**src/rtl/collision_scan_if.sv**
```systemverilog
`default_nettype none
// ============================================================================
// Module      : collision_scan_if
// Description : Bundle between the frame controller, the entity/obstacle
//               state registers and the collision scan engine. Carries the
//               start request, box geometry and the published results.
// Revision    : 1.0 - initial release
// ============================================================================
interface collision_scan_if #(
  parameter int N_ENT   = 2,
  parameter int N_OBS   = 16,
  parameter int COORD_W = 10,
  parameter int RAD_W   = 8
);
  localparam int OIDX_W = (N_OBS > 1) ? $clog2(N_OBS) : 1;

  logic               start;
  logic [COORD_W-1:0] entX  [N_ENT];
  logic [COORD_W-1:0] entY  [N_ENT];
  logic [RAD_W-1:0]   entRX [N_ENT];
  logic [RAD_W-1:0]   entRY [N_ENT];
  logic [COORD_W-1:0] obsX  [N_OBS];
  logic [COORD_W-1:0] obsY  [N_OBS];
  logic [RAD_W-1:0]   obsRX [N_OBS];
  logic [RAD_W-1:0]   obsRY [N_OBS];
  logic [N_OBS-1:0]   obsExists;
  logic               busy;
  logic               done;
  logic               overrun;
  logic [N_ENT-1:0]   hitMask;
  logic [OIDX_W-1:0]  firstHit [N_ENT];

  // Frame controller / geometry source side
  modport master (
    output start, entX, entY, entRX, entRY, obsX, obsY, obsRX, obsRY, obsExists,
    input  busy, done, overrun, hitMask, firstHit
  );

  // Scan engine side
  modport slave (
    input  start, entX, entY, entRX, entRY, obsX, obsY, obsRX, obsRY, obsExists,
    output busy, done, overrun, hitMask, firstHit
  );
endinterface
`default_nettype wire

```
**src/rtl/collision_scan_engine.sv**
```systemverilog
`default_nettype none
// ============================================================================
// Module      : collision_scan_engine
// Description : Time-multiplexed N-entity x M-obstacle axis-aligned box
//               collision scanner. One shared comparator tests one
//               (entity, obstacle) pair per clock, entity-major, and the
//               per-entity hit mask / lowest hit index are committed
//               atomically at the end of the scan.
// Revision    : 1.0 - initial release
// ============================================================================
module collision_scan_engine #(
  parameter int N_ENT   = 2,
  parameter int N_OBS   = 16,
  parameter int COORD_W = 10,
  parameter int RAD_W   = 8,
  parameter int STRICT  = 0
) (
  input  wire logic           sysClk,
  input  wire logic           reset_l,
  collision_scan_if.slave     bus
);
  localparam int OIDX_W = (N_OBS > 1) ? $clog2(N_OBS) : 1;
  localparam int EIDX_W = (N_ENT > 1) ? $clog2(N_ENT) : 1;
  // Comparator width wide enough for both a coordinate and a radius sum.
  localparam int CMP_W  = (COORD_W > RAD_W + 1) ? COORD_W : RAD_W + 1;

  localparam logic [OIDX_W-1:0] c_OBS_LAST = OIDX_W'(N_OBS - 1);
  localparam logic [EIDX_W-1:0] c_ENT_LAST = EIDX_W'(N_ENT - 1);

  typedef enum logic [1:0] {
    S_IDLE = 2'd0,
    S_SCAN = 2'd1,
    S_DONE = 2'd2
  } state_t;

  state_t             r_state;
  state_t             w_stateNext;
  logic               w_accept;
  logic               w_scanning;
  logic               w_lastPair;

  logic [EIDX_W-1:0]  r_eIdx;
  logic [OIDX_W-1:0]  r_oIdx;

  logic [N_ENT-1:0]   r_wMask;
  logic [N_ENT-1:0]   w_wMaskNext;
  logic [OIDX_W-1:0]  r_wFirst     [N_ENT];
  logic [OIDX_W-1:0]  w_wFirstNext [N_ENT];

  logic [N_ENT-1:0]   r_hitMask;
  logic [OIDX_W-1:0]  r_firstHit   [N_ENT];
  logic               r_overrun;

  logic [CMP_W-1:0]   w_ex, w_ey, w_ox, w_oy;
  logic [CMP_W-1:0]   w_dx, w_dy;
  logic [RAD_W:0]     w_rsumX, w_rsumY;
  logic [CMP_W-1:0]   w_sumRX, w_sumRY;
  logic               w_xHit, w_yHit, w_pairHit;

  assign w_scanning = (r_state == S_SCAN);
  assign w_lastPair = w_scanning && (r_eIdx == c_ENT_LAST) && (r_oIdx == c_OBS_LAST);

  // ---------------------------------------------------------------------------
  // Shared pair comparator. Distances use compare-then-subtract so they never
  // wrap, and the radius sum carries one extra bit so 255+255 stays exact.
  // ---------------------------------------------------------------------------
  assign w_ex = CMP_W'(bus.entX[r_eIdx]);
  assign w_ey = CMP_W'(bus.entY[r_eIdx]);
  assign w_ox = CMP_W'(bus.obsX[r_oIdx]);
  assign w_oy = CMP_W'(bus.obsY[r_oIdx]);

  assign w_dx = (w_ex >= w_ox) ? (w_ex - w_ox) : (w_ox - w_ex);
  assign w_dy = (w_ey >= w_oy) ? (w_ey - w_oy) : (w_oy - w_ey);

  assign w_rsumX = {1'b0, bus.entRX[r_eIdx]} + {1'b0, bus.obsRX[r_oIdx]};
  assign w_rsumY = {1'b0, bus.entRY[r_eIdx]} + {1'b0, bus.obsRY[r_oIdx]};
  assign w_sumRX = CMP_W'(w_rsumX);
  assign w_sumRY = CMP_W'(w_rsumY);

  assign w_xHit = (STRICT != 0) ? (w_dx < w_sumRX) : (w_dx <= w_sumRX);
  assign w_yHit = (STRICT != 0) ? (w_dy < w_sumRY) : (w_dy <= w_sumRY);

  assign w_pairHit = w_scanning && w_xHit && w_yHit && bus.obsExists[r_oIdx];

  // Working-result update for the pair under test; the first hit per entity wins.
  always_comb begin
    w_wMaskNext  = r_wMask;
    w_wFirstNext = r_wFirst;
    if (w_pairHit) begin
      if (!r_wMask[r_eIdx]) begin
        w_wFirstNext[r_eIdx] = r_oIdx;
      end
      w_wMaskNext[r_eIdx] = 1'b1;
    end
  end

  // Next-state logic; a start arriving in DONE chains straight into a new scan.
  always_comb begin
    w_stateNext = r_state;
    w_accept    = 1'b0;
    case (r_state)
      S_IDLE: begin
        if (bus.start) begin
          w_accept    = 1'b1;
          w_stateNext = S_SCAN;
        end
      end
      S_SCAN: begin
        if (w_lastPair) begin
          w_stateNext = S_DONE;
        end
      end
      S_DONE: begin
        if (bus.start) begin
          w_accept    = 1'b1;
          w_stateNext = S_SCAN;
        end else begin
          w_stateNext = S_IDLE;
        end
      end
      default: w_stateNext = S_IDLE;
    endcase
  end

  // State register.
  always_ff @(posedge sysClk or negedge reset_l) begin
    if (!reset_l) begin
      r_state <= S_IDLE;
    end else begin
      r_state <= w_stateNext;
    end
  end

  // Pair counters and working results: cleared on accept, stepped while scanning,
  // frozen on the last pair so nothing wraps past the end of the scan.
  always_ff @(posedge sysClk or negedge reset_l) begin
    if (!reset_l) begin
      r_eIdx  <= '0;
      r_oIdx  <= '0;
      r_wMask <= '0;
      for (int i = 0; i < N_ENT; i++) begin
        r_wFirst[i] <= '0;
      end
    end else if (w_accept) begin
      r_eIdx  <= '0;
      r_oIdx  <= '0;
      r_wMask <= '0;
      for (int i = 0; i < N_ENT; i++) begin
        r_wFirst[i] <= '0;
      end
    end else if (w_scanning) begin
      r_wMask  <= w_wMaskNext;
      r_wFirst <= w_wFirstNext;
      if (!w_lastPair) begin
        if (r_oIdx == c_OBS_LAST) begin
          r_oIdx <= '0;
          r_eIdx <= r_eIdx + 1'b1;
        end else begin
          r_oIdx <= r_oIdx + 1'b1;
        end
      end
    end
  end

  // Published results change only on the commit edge, including the last pair.
  always_ff @(posedge sysClk or negedge reset_l) begin
    if (!reset_l) begin
      r_hitMask <= '0;
      for (int i = 0; i < N_ENT; i++) begin
        r_firstHit[i] <= '0;
      end
    end else if (w_lastPair) begin
      r_hitMask  <= w_wMaskNext;
      r_firstHit <= w_wFirstNext;
    end
  end

  // One-cycle overrun flag for a start that lands while a scan is running.
  always_ff @(posedge sysClk or negedge reset_l) begin
    if (!reset_l) begin
      r_overrun <= 1'b0;
    end else begin
      r_overrun <= bus.start && w_scanning;
    end
  end

  assign bus.busy     = w_scanning;
  assign bus.done     = (r_state == S_DONE);
  assign bus.overrun  = r_overrun;
  assign bus.hitMask  = r_hitMask;
  assign bus.firstHit = r_firstHit;

endmodule
`default_nettype wire

```
**src/flat_wrapper.sv**
```systemverilog
// flat-port wrapper written by rule: the top's interface ports become plain ports
module collision_scan_engine_flat 
#(
  parameter int N_ENT   = 2,
  parameter int N_OBS   = 16,
  parameter int COORD_W = 10,
  parameter int RAD_W   = 8,
  parameter int STRICT  = 0
)
  (sysClk, reset_l, bus_start, bus_entX, bus_entY, bus_entRX, bus_entRY, bus_obsX, bus_obsY, bus_obsRX, bus_obsRY, bus_obsExists, bus_busy, bus_done, bus_overrun, bus_hitMask, bus_firstHit);
  collision_scan_if #(.N_ENT(N_ENT), .N_OBS(N_OBS), .COORD_W(COORD_W), .RAD_W(RAD_W)) bus_i ();
  input  wire logic sysClk;
  input  wire logic reset_l;
  input wire logic [$bits(bus_i.start)-1:0] bus_start;
  input wire logic [$bits(bus_i.entX)-1:0] bus_entX;
  input wire logic [$bits(bus_i.entY)-1:0] bus_entY;
  input wire logic [$bits(bus_i.entRX)-1:0] bus_entRX;
  input wire logic [$bits(bus_i.entRY)-1:0] bus_entRY;
  input wire logic [$bits(bus_i.obsX)-1:0] bus_obsX;
  input wire logic [$bits(bus_i.obsY)-1:0] bus_obsY;
  input wire logic [$bits(bus_i.obsRX)-1:0] bus_obsRX;
  input wire logic [$bits(bus_i.obsRY)-1:0] bus_obsRY;
  input wire logic [$bits(bus_i.obsExists)-1:0] bus_obsExists;
  output wire logic [$bits(bus_i.busy)-1:0] bus_busy;
  output wire logic [$bits(bus_i.done)-1:0] bus_done;
  output wire logic [$bits(bus_i.overrun)-1:0] bus_overrun;
  output wire logic [$bits(bus_i.hitMask)-1:0] bus_hitMask;
  output wire logic [$bits(bus_i.firstHit)-1:0] bus_firstHit;
  assign bus_i.start = bus_start;
  assign bus_i.entX = {>>{bus_entX}};
  assign bus_i.entY = {>>{bus_entY}};
  assign bus_i.entRX = {>>{bus_entRX}};
  assign bus_i.entRY = {>>{bus_entRY}};
  assign bus_i.obsX = {>>{bus_obsX}};
  assign bus_i.obsY = {>>{bus_obsY}};
  assign bus_i.obsRX = {>>{bus_obsRX}};
  assign bus_i.obsRY = {>>{bus_obsRY}};
  assign bus_i.obsExists = bus_obsExists;
  assign bus_busy = bus_i.busy;
  assign bus_done = bus_i.done;
  assign bus_overrun = bus_i.overrun;
  assign bus_hitMask = bus_i.hitMask;
  assign bus_firstHit = {>>{bus_i.firstHit}};
  collision_scan_engine #(.N_ENT(N_ENT), .N_OBS(N_OBS), .COORD_W(COORD_W), .RAD_W(RAD_W), .STRICT(STRICT)) u_core (.sysClk(sysClk), .reset_l(reset_l), .bus(bus_i));
endmodule
```
**config.mk**
```make
export PLATFORM = sky130hd
export DESIGN_NAME = collision_scan_engine_flat
export DESIGN_NICKNAME = d
export VERILOG_FILES = /design/src/rtl/collision_scan_if.sv /design/src/rtl/collision_scan_engine.sv /design/src/flat_wrapper.sv
export SDC_FILE = /design/constraint.sdc
export NUM_CORES = 1
export LEC_CHECK = 0
export ABC_CLOCK_PERIOD_IN_PS = 13700
export BUFFER_PORTS_ARGS = -buffer_cell sky130_fd_sc_hd__buf_2
export CORE_AREA = 3 3 260 262
export DETAILED_ROUTE_END_ITERATION = 10
export DIE_AREA = 0 0 263 265
export PLACE_DENSITY = 0.31
export SYNTH_ARGS = -nofsm -noshare
export SYNTH_HDL_FRONTEND = slang
export SYNTH_SLANG_ARGS = --single-unit
```
**constraint.sdc**
```tcl
create_clock -name sysClk -period 13.7 [get_ports sysClk]
set_input_delay 1.37 -clock sysClk [delete_from_list [all_inputs] [get_ports sysClk]]
set_output_delay 1.37 -clock sysClk [all_outputs]
set_load 0.01 [all_outputs]
```
Word level (Yosys, flattened, before mapping)
Index checks and enable logic that the tools add are counted.

storage, ports and cells
  output and inout port bits = 13
  bits of input ports = 667
  flip-flop bits (word level) = 28

operators by class
  bitwise logic cells = 3
  $lt $le $gt $ge = 10
  mux-type cells = 56
  equality and inequality tests = 6
  reductions and logical operators = 15
  add/subtract/negate cells = 8

operator list
  cell                                                        number
  two-way mux 10 bit                                          12
  two-way mux 8 bit                                           14
  binary-select mux 10 bit (select 4 bit)                     2
  binary-select mux 8 bit (select 4 bit)                      2
  subtractor 10 bit                                           4
  >= comparator 10 bit                                        2
  <= comparator 10 x 9 -> 1 bit                               2
  two-way mux 4 bit                                           5
  adder 8 x 8 -> 9 bit                                        2
  two-way mux 1 bit                                           11
  two-way mux 2 bit                                           5
  bitwise mux 8 bit                                           1
  logical AND 1 bit                                           8
  case mux 2 bit (3 select lines)                             1
  >= comparator 5 bit, second input constant                  1
  less-than comparator 4 x 5 -> 1 bit, second input constant  1
  inverter 4 -> 5 bit                                         1
  adder 4 x 1 -> 4 bit, second input constant                 1
  binary-select mux 1 bit (select 4 bit)                      1
  demux 4 bit (select 1 bit)                                  1
  == test 4 bit, second input constant                        1
  inequality test 2 bit, second input constant                2
  AND reduction 2 bit                                         2
  nonzero test 2 bit                                          2
  other kinds (14)                                            14

Logic depth before layout (Yosys ltp)
Gate-level depths: netlist of run 1.

  word-level depth = 13
  gate-level depth with buffers = 27
  depth with buffers taken out = 22

Worst setup path before layout of run 1
Ideal clock, no wire load.

  path kind = register to register
  from = register u_core.r_oIdx[0]
  to = register u_core.r_firstHit, in the netlist u_core.bus.firstHit[3]
  path slack = 6.916 ns
  data required time = 13.618 ns
  stages on the path, launching flop included = 26
  setup time = 0.082 ns
  arrival = 6.702 ns
  buffers on the path = 6
  cell sequence = dfrtp_1 buf_2 clkbuf_1 buf_1 mux4_2 mux4_2 inv_1 ha_1 buf_2 a21o_1 a311o_1 a221oi_4 buf_2 mux2i_1 o21ai_0 a31o_2 a221oi_1 xnor2_1 ha_1 a311o_1 o221ai_1 nand4_1 or2_0 clkbuf_2 or4_1 a31oi_1

between the ends
  cells in the longest elaborated chain, start to end = 11
  elaborated cells on any way between the ends = 33
  those cells by class = add/sub (6); order compare (4); eq/ne (1); mux (17); bitwise (1); reduce/logical (4)

RTL lines
  item                                                       line                          RTL
  from (decl)                                                collision_scan_engine.sv:43   logic [OIDX_W-1:0] r_oIdx;
  from (signal assigned)                                     collision_scan_engine.sv:159  r_oIdx <= r_oIdx + 1'b1;
  inverter 4 -> 5 bit (not written as such)                  n/a
  binary-select mux 10 bit (select 4 bit)                    collision_scan_engine.sv:69   assign w_ox = CMP_W'(bus.obsX[r_oIdx]);
  two-way mux 10 bit (not written as such) (2 in a row)      collision_scan_engine.sv:69
  subtractor 10 bit or >= comparator 10 bit (tied branches)  collision_scan_engine.sv:72   assign w_dx = (w_ex >= w_ox) ? (w_ex - w_ox) : (w_ox - w_ex);
  two-way mux 10 bit                                         collision_scan_engine.sv:72
  <= comparator 10 x 9 -> 1 bit                              collision_scan_engine.sv:80   assign w_xHit = (STRICT != 0) ? (w_dx < w_sumRX) : (w_dx <= w_sumRX);
  logical AND 1 bit (3 in a row)                             collision_scan_engine.sv:83   assign w_pairHit = w_scanning && w_xHit && w_yHit && bus.obsExists[r_oIdx];
  two-way mux 8 bit                                          collision_scan_engine.sv:89   if (w_pairHit) begin
  to (signal assigned)                                       collision_scan_engine.sv:174  r_firstHit <= w_wFirstNext;
  to (decl)                                                  collision_scan_engine.sv:51   logic [OIDX_W-1:0] r_firstHit [N_ENT];

Several ways; a longest one is shown, not always the timed one. The select of a mux whose other input is x is not followed.
A chain may end at the register's enable or synchronous reset.

Worst setup path after layout of run 1
  from = register u_core.r_oIdx[0]
  to = register u_core.r_firstHit, in the netlist u_core.bus.firstHit[0]

The elaborated chain is that of the path after synthesis.

==> flow_metrics.py, run 1 <==
metrics = {
    "routing": {
        "vias_per_cell": 4.26,
        "totalWireLength_microns": 59900,
        "wl_met1_microns": 23000,
        "dr_wl_met2_microns": 31500,
        "route.met3.wl_microns": 4310,
        "dr.first_iter.drc_count": 484,
        "drt-wirelength-per-cell_microns": 26.9,
        "vias": 9499,
        "drcViolationCount": 0,
        "antenna_left": 0,
        "first_pass_iters": 4,
        "top_layer": "met5",
    },
    "clock_network": {
        "ctsHoldBuffers": 0,
        "cts_buffer_depth": 2,
        "cts.sinks": 28,
        "clk_pin_slew_ns": 0.07,
        "numCtsBuffers": 3,
        "clock_latency_ns": 0.26,
        "ctsResizeCount": 0,
        "cts-root-buf": "clkbuf_16",
        "cts_tree": "built",
        "htree_levels": 1,
        "post_cts_buffers": 0,
    },
    "global_routing": {
        "grtUsageTotal_pct": 16.3,
        "grt_pass1_vias": 10500,
        "grt_remaining_overflow": 0,
        "grt_max_degree": 117,
        "grt_pass1_wl_microns": 80700,
        "antenna_found_initial": 53,
    },
    "hold_path": {
        "hp-class": "flop to flop",
    },
    "sta": {
        "hold_viol": 0,
        "skew_ns": 0.00673,
        "worstMarginPinSlew_ns": 0.887,
        "setup_tns_ns": 0,
        "post-route-period-util_pct": 59.4,
        "setup_ws_ns": 5.57,
        "finalSetupViolations": 0,
        "maxSlewViolCount": 0,
        "period_minus_slack_ns": 8.13,
        "hold_slack_ns": 0.472,
        "slew-limit-headroom_pct": 40.9,
        "rsz0062_at_grt": "false",
        "fmax_mhz": 123,
    },
    "placement": {
        "portBuffers": 679,
        "dp_slack_ns": 5.36,
        "dp_hpwl_microns": 54000,
        "gp_congestion": 0.883,
    },
    "die": {
        "die_w_microns": 263,
        "initial_core_util_pct": 13.0,
        "io_pins": 680,
        "row_count": 94,
        "die-area_sq_um": 69700,
        "die-height_microns": 265,
        "core_sq_um": 65600,
    },
    "synthesis": {
        "netlist.area_leader.share_pct": 48.8,
        "ys_seq_area_share_pct": 8.20,
        "synth_area_per_cell_sq_um": 11.8,
        "yosys-top-cells-area": "mux4_2 49%, ha_1 11%, dfrtp_1 8.2%",
        "synth_ff_type": "dfrtp_1",
        "synth_warnings": 0,
        "synthDistinctLibCells": 54,
        "syn_nets": 1469,
        "ys_async_sr_fraction_pct": 100,
        "yosysTopAreaCell": "mux4_2",
        "ys_ff_latch": 28,
        "yosysMostFrequentCell": "mux4_2",
        "syn_inst": 723,
        "synth_edf_count": 0,
        "synthTopCellsByCount": "185 x mux4_2, 73 x ha_1, 66 x inv_1",
        "synth_area_sq_um": 8540,
    },
    "setup_path": {
        "required_ns": 13.88,
        "path_class": "flop to flop",
        "path_max_fanout": 46,
        "path_cells": "buf_4 > mux4_2 > mux4_2 > inv_1 > ha_1 > a21o_1 > a311o_1 > a221oi_4 > mux2i_1 > o21ai_0 > a31o_2 > a221oi_1 > xnor2_1 > ha_1 > a311o_1 > o221ai_1 > nand4_1 > or2_0 > or4_1 > a31oi_1",
        "worstPathArrival_ns": 8.31,
        "crit_slowest_cell": "dfrtp_4",
        "critPathCaptureType": "flop",
        "worstSetupStartpointType": "flop",
        "slowest_delay_ns": 0.90,
    },
    "power_and_ir_drop": {
        "power.leakage_nw": 6.02,
        "finalPower_mw": 3.93,
        "power.density_nw_per_um2": 303,
        "max-vdd-ir-drop_uv": 139,
    },
    "final_layout": {
        "final_nets": 2103,
        "syn2layout_area_growth_pct": 51.9,
        "n_fill_cell": 7311,
        "drive_above_1_share_pct": 67.7,
    },
    "job": {
        "maxCapViolCount": 0,
    },
    "run_status": {
        "status": "complete, no violations",
    },
}
-- registers in the layout, indices dropped and copies added, names as in the netlist --
name,cells
u_core.r_oIdx,4
u_core.r_wFirst,8
u_core.r_eIdx,1
u_core.r_wMask,2
u_core.bus.hitMask,2
u_core.bus.overrun,1
u_core.r_state,2
u_core.bus.firstHit,8
-- layer usage --
metal  up-vias  track usage (%)
li1       4207                -
met1      4690             19.0
met2       498             31.0
met3        84             4.05
met4        20             1.61
met5         -                0
-- report_power, final --
part	switching (mW)	total, mW	internal [mW]
registers	0.104	0.216	0.112
clock network	0.0294	0.0693	0.0399
logic	1.96	3.64	1.69
-- critical path, delay by kind of cell, from the launching register on --
family / cells / cell delay (ns)
fa+ha+maj: 2 / 0.60
mux: 3 / 1.55
xor+xnor: 1 / 0.17
buf+inv: 2 / 0.89
compound gates: 9 / 2.73
simple gates: 3 / 1.09
flops: 1 / 0.90
-- logic make-up after synthesis --
family	count (synthesis)	share of synthesized area, %
adders and majority gates	79	12.1
buffers and inverters	125	5.62
DFF	28	8.20
muxes	243	56.0
and+or+nand+nor	100	5.61
AOI/OAI and AO/OA	118	9.31
xor gates and xnor gates	30	3.16
-- cell usage in the layout (no fill, tap or decap), types with 3 or more instances in the layout --
cell,synthesis,routed
clkbuf_16,0,3
diode_2,0,8
nand3_1,5,5
a211oi_1,3,3
o21bai_1,13,13
mux2i_1,28,28
mux2_2,30,30
nand2b_1,5,5
a221oi_1,6,6
nor2b_1,4,4
inv_1,66,65
nand2_1,40,40
a21oi_1,36,36
ha_1,73,73
dfrtp_1,28,24
a21o_1,11,11
buf_2,7,679
o21ai_0,18,18
and4_1,4,4
xnor2_1,26,26
xor2_1,3,3
nor2_1,25,25
buf_4,0,7
mux4_2,185,185
o31ai_1,4,4
a31oi_1,8,8
nand4_1,5,5
fa_1,6,6
-- path summary, 6_finish.rpt --
path	start	endpoint	slack [ns]	cells after the start
min in group asynchronous	reset_l	u_core.r_wMask[0]	1.15	1
max	u_core.r_oIdx[0]	u_core.bus.firstHit[0]	5.57	20
max reg2reg	u_core.r_oIdx[0]	u_core.bus.firstHit[0]	5.57	20
max in group asynchronous	reset_l	u_core.r_oIdx[1]	12.04	1
min reg2reg	u_core.bus.hitMask[0]	u_core.bus.hitMask[0]	0.47	2
min	u_core.bus.hitMask[0]	u_core.bus.hitMask[0]	0.47	2
-- area by class of cell --
| type | count | area [sq um] | share of cell area (%) |
|---|---|---|---|
| repair buffers | 687 | 3470 | 26.7 |
| well taps | 864 | 1080 | 8.33 |
| diodes | 8 | 20.0 | 0.154 |
| clock buffers | 4 | 78.8 | 0.607 |
| inverters | 67 | 253 | 1.95 |
| flip-flops and latches | 28 | 711 | 5.48 |
| multi-input cells | 570 | 7360 | 56.7 |
-- metrics by stage --
stage	cells	cell area, sq um	utilization (%)
2_1_floorplan	723	8540	-
3_3_place_gp	2216	12900	19.6
3_5_place_dp	2216	12900	19.6
4_1_cts	2220	13000	19.7
5_1_grt	2223	13000	19.8
6_report	2228	13000	19.8
Note: power is estimated with default switching activity, not from simulation.
==> run 2, diff against run 1 <==
- ABC_AREA: default -> 1
- ABC_CLOCK_PERIOD_IN_PS: 13700 -> 7690
- PLACE_DENSITY: 0.31 -> 0.33
- clock period: 13.7 -> 7.69 ns (I/O delays scaled with it)
==> flow_metrics.py, run 2 <==
metrics = {
    "setup_path": {
        "timing.rr.end": "u_core.bus.firstHit[3]",
        "crit_slowest_cell": "dfrtp_4",
        "reg2regPathDepth": 36,
        "reg2reg_from": "u_core.r_oIdx[1]",
        "required_ns": 7.90,
        "slowest_delay_ns": 0.69,
        "path_max_fanout": 54,
        "path_class": "flop to flop",
        "rrSetupSlack_ns": 1.52,
        "crit_path_frequent_cell": "nand2_1",
        "crit_buf_inv": 7,
        "worstPathArrival_ns": 6.37,
        "crit_family": "simple AND/OR/NAND/NOR gates",
        "worstSetupStartpointType": "flop",
        "critPathCaptureType": "flop",
    },
    "synthesis": {
        "yosys-top-cells-area": "o21ai_0 17%, nor2_1 13%, nand2_1 11%",
        "synth_area_sq_um": 9600,
        "ys_ff_latch": 28,
        "yosysMostFrequentCell": "o21ai_0",
        "synthDistinctLibCells": 37,
        "synth_ff_type": "dfrtp_1",
        "yosysTopAreaCell": "o21ai_0",
        "syn_nets": 2482,
        "netlist.area_leader.share_pct": 17.5,
        "synth_edf_count": 0,
        "synth_area_per_cell_sq_um": 5.53,
        "ys_seq_area_share_pct": 7.30,
        "synthTopCellsByCount": "335 x o21ai_0, 331 x nor2_1, 285 x nand2_1",
        "synth_warnings": 0,
        "ys_async_sr_fraction_pct": 100,
        "syn_inst": 1736,
    },
    "clock_network": {
        "ctsResizeCount": 0,
        "ctsHoldBuffers": 0,
        "clk_pin_slew_ns": 0.08,
        "cts-root-buf": "clkbuf_16",
        "post_cts_buffers": 0,
        "numCtsBuffers": 3,
        "htree_levels": 1,
        "cts_buffer_depth": 2,
        "cts_tree": "built",
        "cts.sinks": 28,
        "clock_latency_ns": 0.27,
    },
    "sta": {
        "slew-limit-headroom_pct": 29.2,
        "maxSlewViolCount": 0,
        "rsz0062_at_grt": "false",
        "fmax_mhz": 162,
        "finalSetupViolations": 0,
        "setup_tns_ns": 0,
        "worstMarginPinSlew_ns": 1.06,
        "period_minus_slack_ns": 6.17,
        "post-route-period-util_pct": 80.2,
        "skew_ns": 0.00301,
        "hold_viol": 0,
    },
    "power_and_ir_drop": {
        "max-vdd-ir-drop_uv": 377,
        "power.leakage_nw": 6.94,
        "finalPower_mw": 8.14,
        "power.density_nw_per_um2": 588,
    },
    "global_routing": {
        "antenna_found_initial": 15,
        "grt_pass1_wl_microns": 99800,
        "grtUsageTotal_pct": 18.9,
        "grt_pass1_vias": 14800,
        "grt_remaining_overflow": 0,
        "grt_max_degree": 142,
    },
    "final_layout": {
        "layout_commonest_cell": "buf_2",
        "layout_common_cells": "679 x buf_2, 335 x o21ai_0, 331 x nor2_1, 285 x nand2_1, 134 x inv_1",
        "n_fill_cell": 7737,
        "final_nets": 3048,
        "ff_latch_area_sq_um": 714,
        "drive_above_1_share_pct": 32.4,
        "final_cells": 3173,
        "syn2layout_area_growth_pct": 44.2,
        "multi_input_area_sq_um": 7800,
    },
    "hold_path": {
        "hold_start": "u_core.bus.hitMask[0]",
        "whs_path_depth": 2,
        "whs_endpoint": "u_core.bus.hitMask[0]",
        "hp-class": "flop to flop",
    },
    "die": {
        "initial_core_util_pct": 14.6,
        "die_w_microns": 263,
        "die-area_sq_um": 69700,
        "core_sq_um": 65600,
        "io_pins": 680,
        "die-height_microns": 265,
        "row_count": 94,
    },
    "routing": {
        "first_pass_iters": 5,
        "dr.first_iter.drc_count": 1171,
        "antenna_left": 0,
        "drcViolationCount": 0,
        "vias": 14700,
        "drt-wirelength-per-cell_microns": 22.4,
        "totalWireLength_microns": 70900,
        "vias_per_cell": 4.64,
    },
    "run_status": {
        "status": "complete, no violations",
    },
    "placement": {
        "gp_congestion": 0.881,
        "place_inst": 3161,
        "dp_hpwl_microns": 58100,
        "portBuffers": 679,
    },
    "job": {
        "maxCapViolCount": 0,
    },
}
==> run 2: logic make-up after synthesis <==
| kind of cell | Yosys count | synth area share (%) |
|---|---|---|
| AND/OR/NAND/NOR | 738 | 31.3 |
| AO/OA/AOI/OAI | 583 | 36.5 |
| buffers and inverters | 279 | 11.4 |
| adder cells (fa/ha/maj) | 79 | 10.8 |
| flip-flops | 28 | 7.30 |
| XOR/XNOR | 27 | 2.46 |
| multiplexers | 2 | 0.209 |
==> run 2: routing by layer <==
layer	up-vias	global-route usage (%)	part of all wire, %
li1	7118	-	-
met1	7024	26.2	46
met2	548	32.7	48
met3	39	1.95	5.1
met4	4	1.92	0.69
met5	-	0	0.038
==> run 2: worst max-delay path by stage <==
stage | start | depth (start not counted) | slack (ns) | endpoint
after floorplan | u_core.r_oIdx[0] | 32 | 3.27 | u_core.bus.firstHit[0]
after global placement | u_core.r_oIdx[1] | 35 | 1.43 | u_core.bus.firstHit[0]
after detailed placement | u_core.r_oIdx[1] | 36 | 1.54 | u_core.bus.firstHit[3]
after CTS | u_core.r_oIdx[1] | 36 | 1.48 | u_core.bus.firstHit[3]
after global routing | u_core.r_oIdx[1] | 36 | 0.90 | u_core.bus.firstHit[2]
final | u_core.r_oIdx[1] | 36 | 1.52 | u_core.bus.firstHit[3]
==> run 2: cell type report <==
type | instances | area share (%)
multi-input combinational | 1429 | 56.4
timing repair buffer | 700 | 25.9
antenna | 8 | 0.145
inverter | 140 | 3.87
tap | 864 | 7.81
sequential | 28 | 5.16
clock buffer | 3 | 0.542
clock inverter | 1 | 0.217
==> run 2: worst reg2reg max path, delay by kind of cell, from the launching register on <==
kind                     cells  cell delay (ns)
AO/OA/AOI/OAI                3             0.55
AND/OR/NAND/NOR             23             2.35
XOR/XNOR                     1             0.15
adder cells (fa/ha/maj)      2             0.65
buffers and inverters        7             1.72
flip-flops                   1             0.69
==> run 2: stage by stage <==
step,worst slack (ns),hold WS (ns),util (%),area (sq um)
4_1_cts,1.48,0.498,21.1,13800
3_3_place_gp,1.43,0.467,20.9,13700
6_report,1.52,0.488,21.1,13800
5_1_grt,0.903,0.510,21.1,13800
2_1_floorplan,3.27,0.473,-,9600
3_5_place_dp,1.54,0.471,20.9,13700
==> run 2: power breakdown <==
part           switching (mW)  total (mW)  internal [mW]
Clock                  0.0575       0.161          0.104
Sequential              0.116       0.333          0.217
Combinational            5.09        7.65           2.55
Total                    5.27        8.14           2.87
==> run 3, diff against run 2 <==
- ABC_AREA: 1 -> 0
- ABC_CLOCK_PERIOD_IN_PS: 7690 -> 6450
- PLACE_DENSITY: 0.33 -> 0.31
- clock period: 7.69 -> 6.45 ns (I/O delays scaled with it)
==> flow_metrics.py, run 3 (synthesized netlist as in run 1, its figures left out) <==
metrics = {
    "global_routing": {
        "grt_util_met2_pct": 31.1,
        "grt_pass1_vias": 10900,
        "gr-usage-met3_pct": 5.52,
        "grtUsageTotal_pct": 16.7,
        "grt_max_degree": 57,
        "met1_usage_pct": 18.6,
        "busiest_layer": "met2",
        "antenna_found_initial": 47,
        "grt_pass1_wl_microns": 82500,
        "grt_remaining_overflow": 0,
    },
    "power_and_ir_drop": {
        "pwr-share-comb_pct": 94.4,
        "p_clk_share_pct": 1.9,
        "internal_power_mw": 4.95,
        "seqPwrFrac_pct": 3.7,
        "power.leakage_nw": 6.57,
        "switching_share_pct": 49.6,
        "power.density_nw_per_um2": 696,
        "max-vdd-ir-drop_uv": 331,
        "p_sw_mw": 4.86,
    },
    "setup_path": {
        "path_class": "flop to flop",
        "worstPathArrival_ns": 6.46,
        "critPathCaptureType": "flop",
        "worstSetupStartpoint": "u_core.r_oIdx[0]",
        "reg2reg_from": "u_core.r_oIdx[0]",
        "required_ns": 6.64,
        "worstSetupStartpointType": "flop",
        "rrSetupSlack_ns": 0.18,
        "timing.rr.end": "u_core.bus.firstHit[3]",
        "reg2regPathDepth": 22,
        "path_max_fanout": 8,
        "crit_end": "u_core.bus.firstHit[3]",
    },
    "final_layout": {
        "layout_commonest_cell": "buf_2",
        "postLayoutCoreUtil_pct": 21.5,
        "syn2layout_area_growth_pct": 64.9,
        "layout_common_cells": "679 x buf_2, 185 x mux4_2, 69 x ha_1, 67 x buf_4, 61 x inv_1",
        "n_fill_cell": 7289,
        "final_nets": 2188,
        "drive_above_1_share_pct": 71.3,
    },
    "clock_network": {
        "htree_levels": 1,
        "cts-root-buf": "clkbuf_16",
        "clk_pin_slew_ns": 0.07,
        "cts_buffer_depth": 2,
        "numCtsBuffers": 3,
        "cts.sinks": 28,
        "ctsHoldBuffers": 0,
        "clock_latency_ns": 0.27,
        "cts_tree": "built",
    },
    "sta": {
        "worstMarginPinSlew_ns": 0.685,
        "period_minus_slack_ns": 6.27,
        "finalSetupViolations": 0,
        "slew-limit-headroom_pct": 54.3,
        "fmax_mhz": 159,
        "hold_viol": 0,
        "skew_ns": 0.00623,
        "maxSlewViolCount": 0,
        "post-route-period-util_pct": 97.2,
        "hold_slack_ns": 0.406,
        "rsz0062_at_grt": "true",
        "setup_tns_ns": 0,
    },
    "die": {
        "initial_core_util_pct": 13.0,
        "die-area_sq_um": 69700,
        "die_w_microns": 263,
        "die-height_microns": 265,
        "core_sq_um": 65600,
        "io_pins": 680,
        "row_count": 94,
    },
    "job": {
        "maxCapViolCount": 0,
    },
    "routing": {
        "drcViolationCount": 0,
        "totalWireLength_microns": 61100,
        "vias_per_cell": 4.25,
        "drt-wirelength-per-cell_microns": 26.4,
        "vias": 9839,
        "dr.first_iter.drc_count": 437,
        "first_pass_iters": 5,
        "antenna_left": 0,
    },
    "hold_path": {
        "hp-class": "primary input to asynchronous set/reset pin",
    },
    "run_status": {
        "status": "complete, no violations",
    },
    "placement": {
        "gp_congestion": 0.912,
        "dp_hpwl_microns": 55300,
        "portBuffers": 679,
    },
}
-- run 3: cell types whose count changed in the layout (fill, tap and decap cells not counted), moves of 35 or more --
cell      change
mux4_2      +185
buf_4        +48
nand3_1      -76
nor2_1      -306
nand2_1     -245
inv_1        -73
o221ai_1    -109
o21ai_0     -322
o22ai_1      -36
o211ai_1     -35
-- run 3: how the worst min path moves through the flow --
stage	start	endpoint	depth (start not counted)
after global routing	reset_l	u_core.bus.firstHit[4]	1
after CTS	reset_l	u_core.bus.firstHit[4]	1
final	reset_l	u_core.bus.firstHit[4]	1
after detailed placement	u_core.r_wFirst[5]	u_core.bus.firstHit[5]	2
after global placement	u_core.r_wFirst[7]	u_core.bus.firstHit[7]	2
after floorplan	reset_l	u_core.bus.firstHit[0]	0
-- run 3: per-layer routing --
metal,share of wire [%],vias up
met4,2.6,30
met5,0.33,-
met3,9.6,120
met1,36,4737
li1,-,4383
met2,51,569
-- run 3: critical path, cell delays in order, from the launching register on --
cell and delay [ns]:
dfrtp_4 0.51, buf_12 0.17, mux4_2 0.53, mux4_2 0.53, inv_2 0.10, ha_4 0.20
a21o_1 0.18, a311o_1 0.40, a221oi_4 0.41, buf_12 0.19, mux2i_4 0.24, o21ai_2 0.07
a31o_2 0.25, a221oi_2 0.25, xnor2_1 0.12, ha_1 0.34, a311o_1 0.29, o221ai_2 0.20
buf_4 0.16, nand4_1 0.11, or2_4 0.27, or4_4 0.48, a31oi_1 0.17
-- run 3: area by class of cell --
| cell class | instances | area (sq um) | share of cell area, % |
|---|---|---|---|
| diodes | 9 | 22.5 | 0.160 |
| clock buffers | 3 | 75.1 | 0.533 |
| clock inverters | 1 | 30.0 | 0.213 |
| inverters | 67 | 253 | 1.79 |
| multi-input cells | 570 | 7500 | 53.2 |
| flip-flops and latches | 28 | 711 | 5.05 |
| well taps | 864 | 1080 | 7.67 |
| repair buffers | 772 | 4410 | 31.3 |
-- run 3: power by group through the flow --
| stage | Clock, mW | Sequential [mW] | Combinational, mW |
|---|---|---|---|
| after floorplan | 0 | 0.278 | 5.76 |
| after global placement | 0 | 0.368 | 8.81 |
| after detailed placement | 0 | 0.366 | 8.78 |
| after CTS | 0.195 | 0.371 | 9.09 |
| after global routing | 0.202 | 0.378 | 10.3 |
| final | 0.188 | 0.364 | 9.26 |
-- run 3: metrics by stage --
stage          cell area (sq um)  std cells  power [mW]  worst slack (ns)
4_1_cts                    13800       2300        9.66            0.0183
3_5_place_dp               13500       2282        9.15            -0.185
3_3_place_gp               13500       2282        9.18            -0.132
5_1_grt                    14100       2310        10.9           -0.0702
6_report                   14100       2314        9.81             0.180
2_1_floorplan               8560        723        6.04            0.0213
-- run 3: what timing repair did --
action	4_1_cts	5_1_grt
gates cloned	2	3
pin swaps	1	11
setup buffers	12	3
resized for setup	8	38
setup endpoints to repair	8	15
hold endpoints to repair	0	0
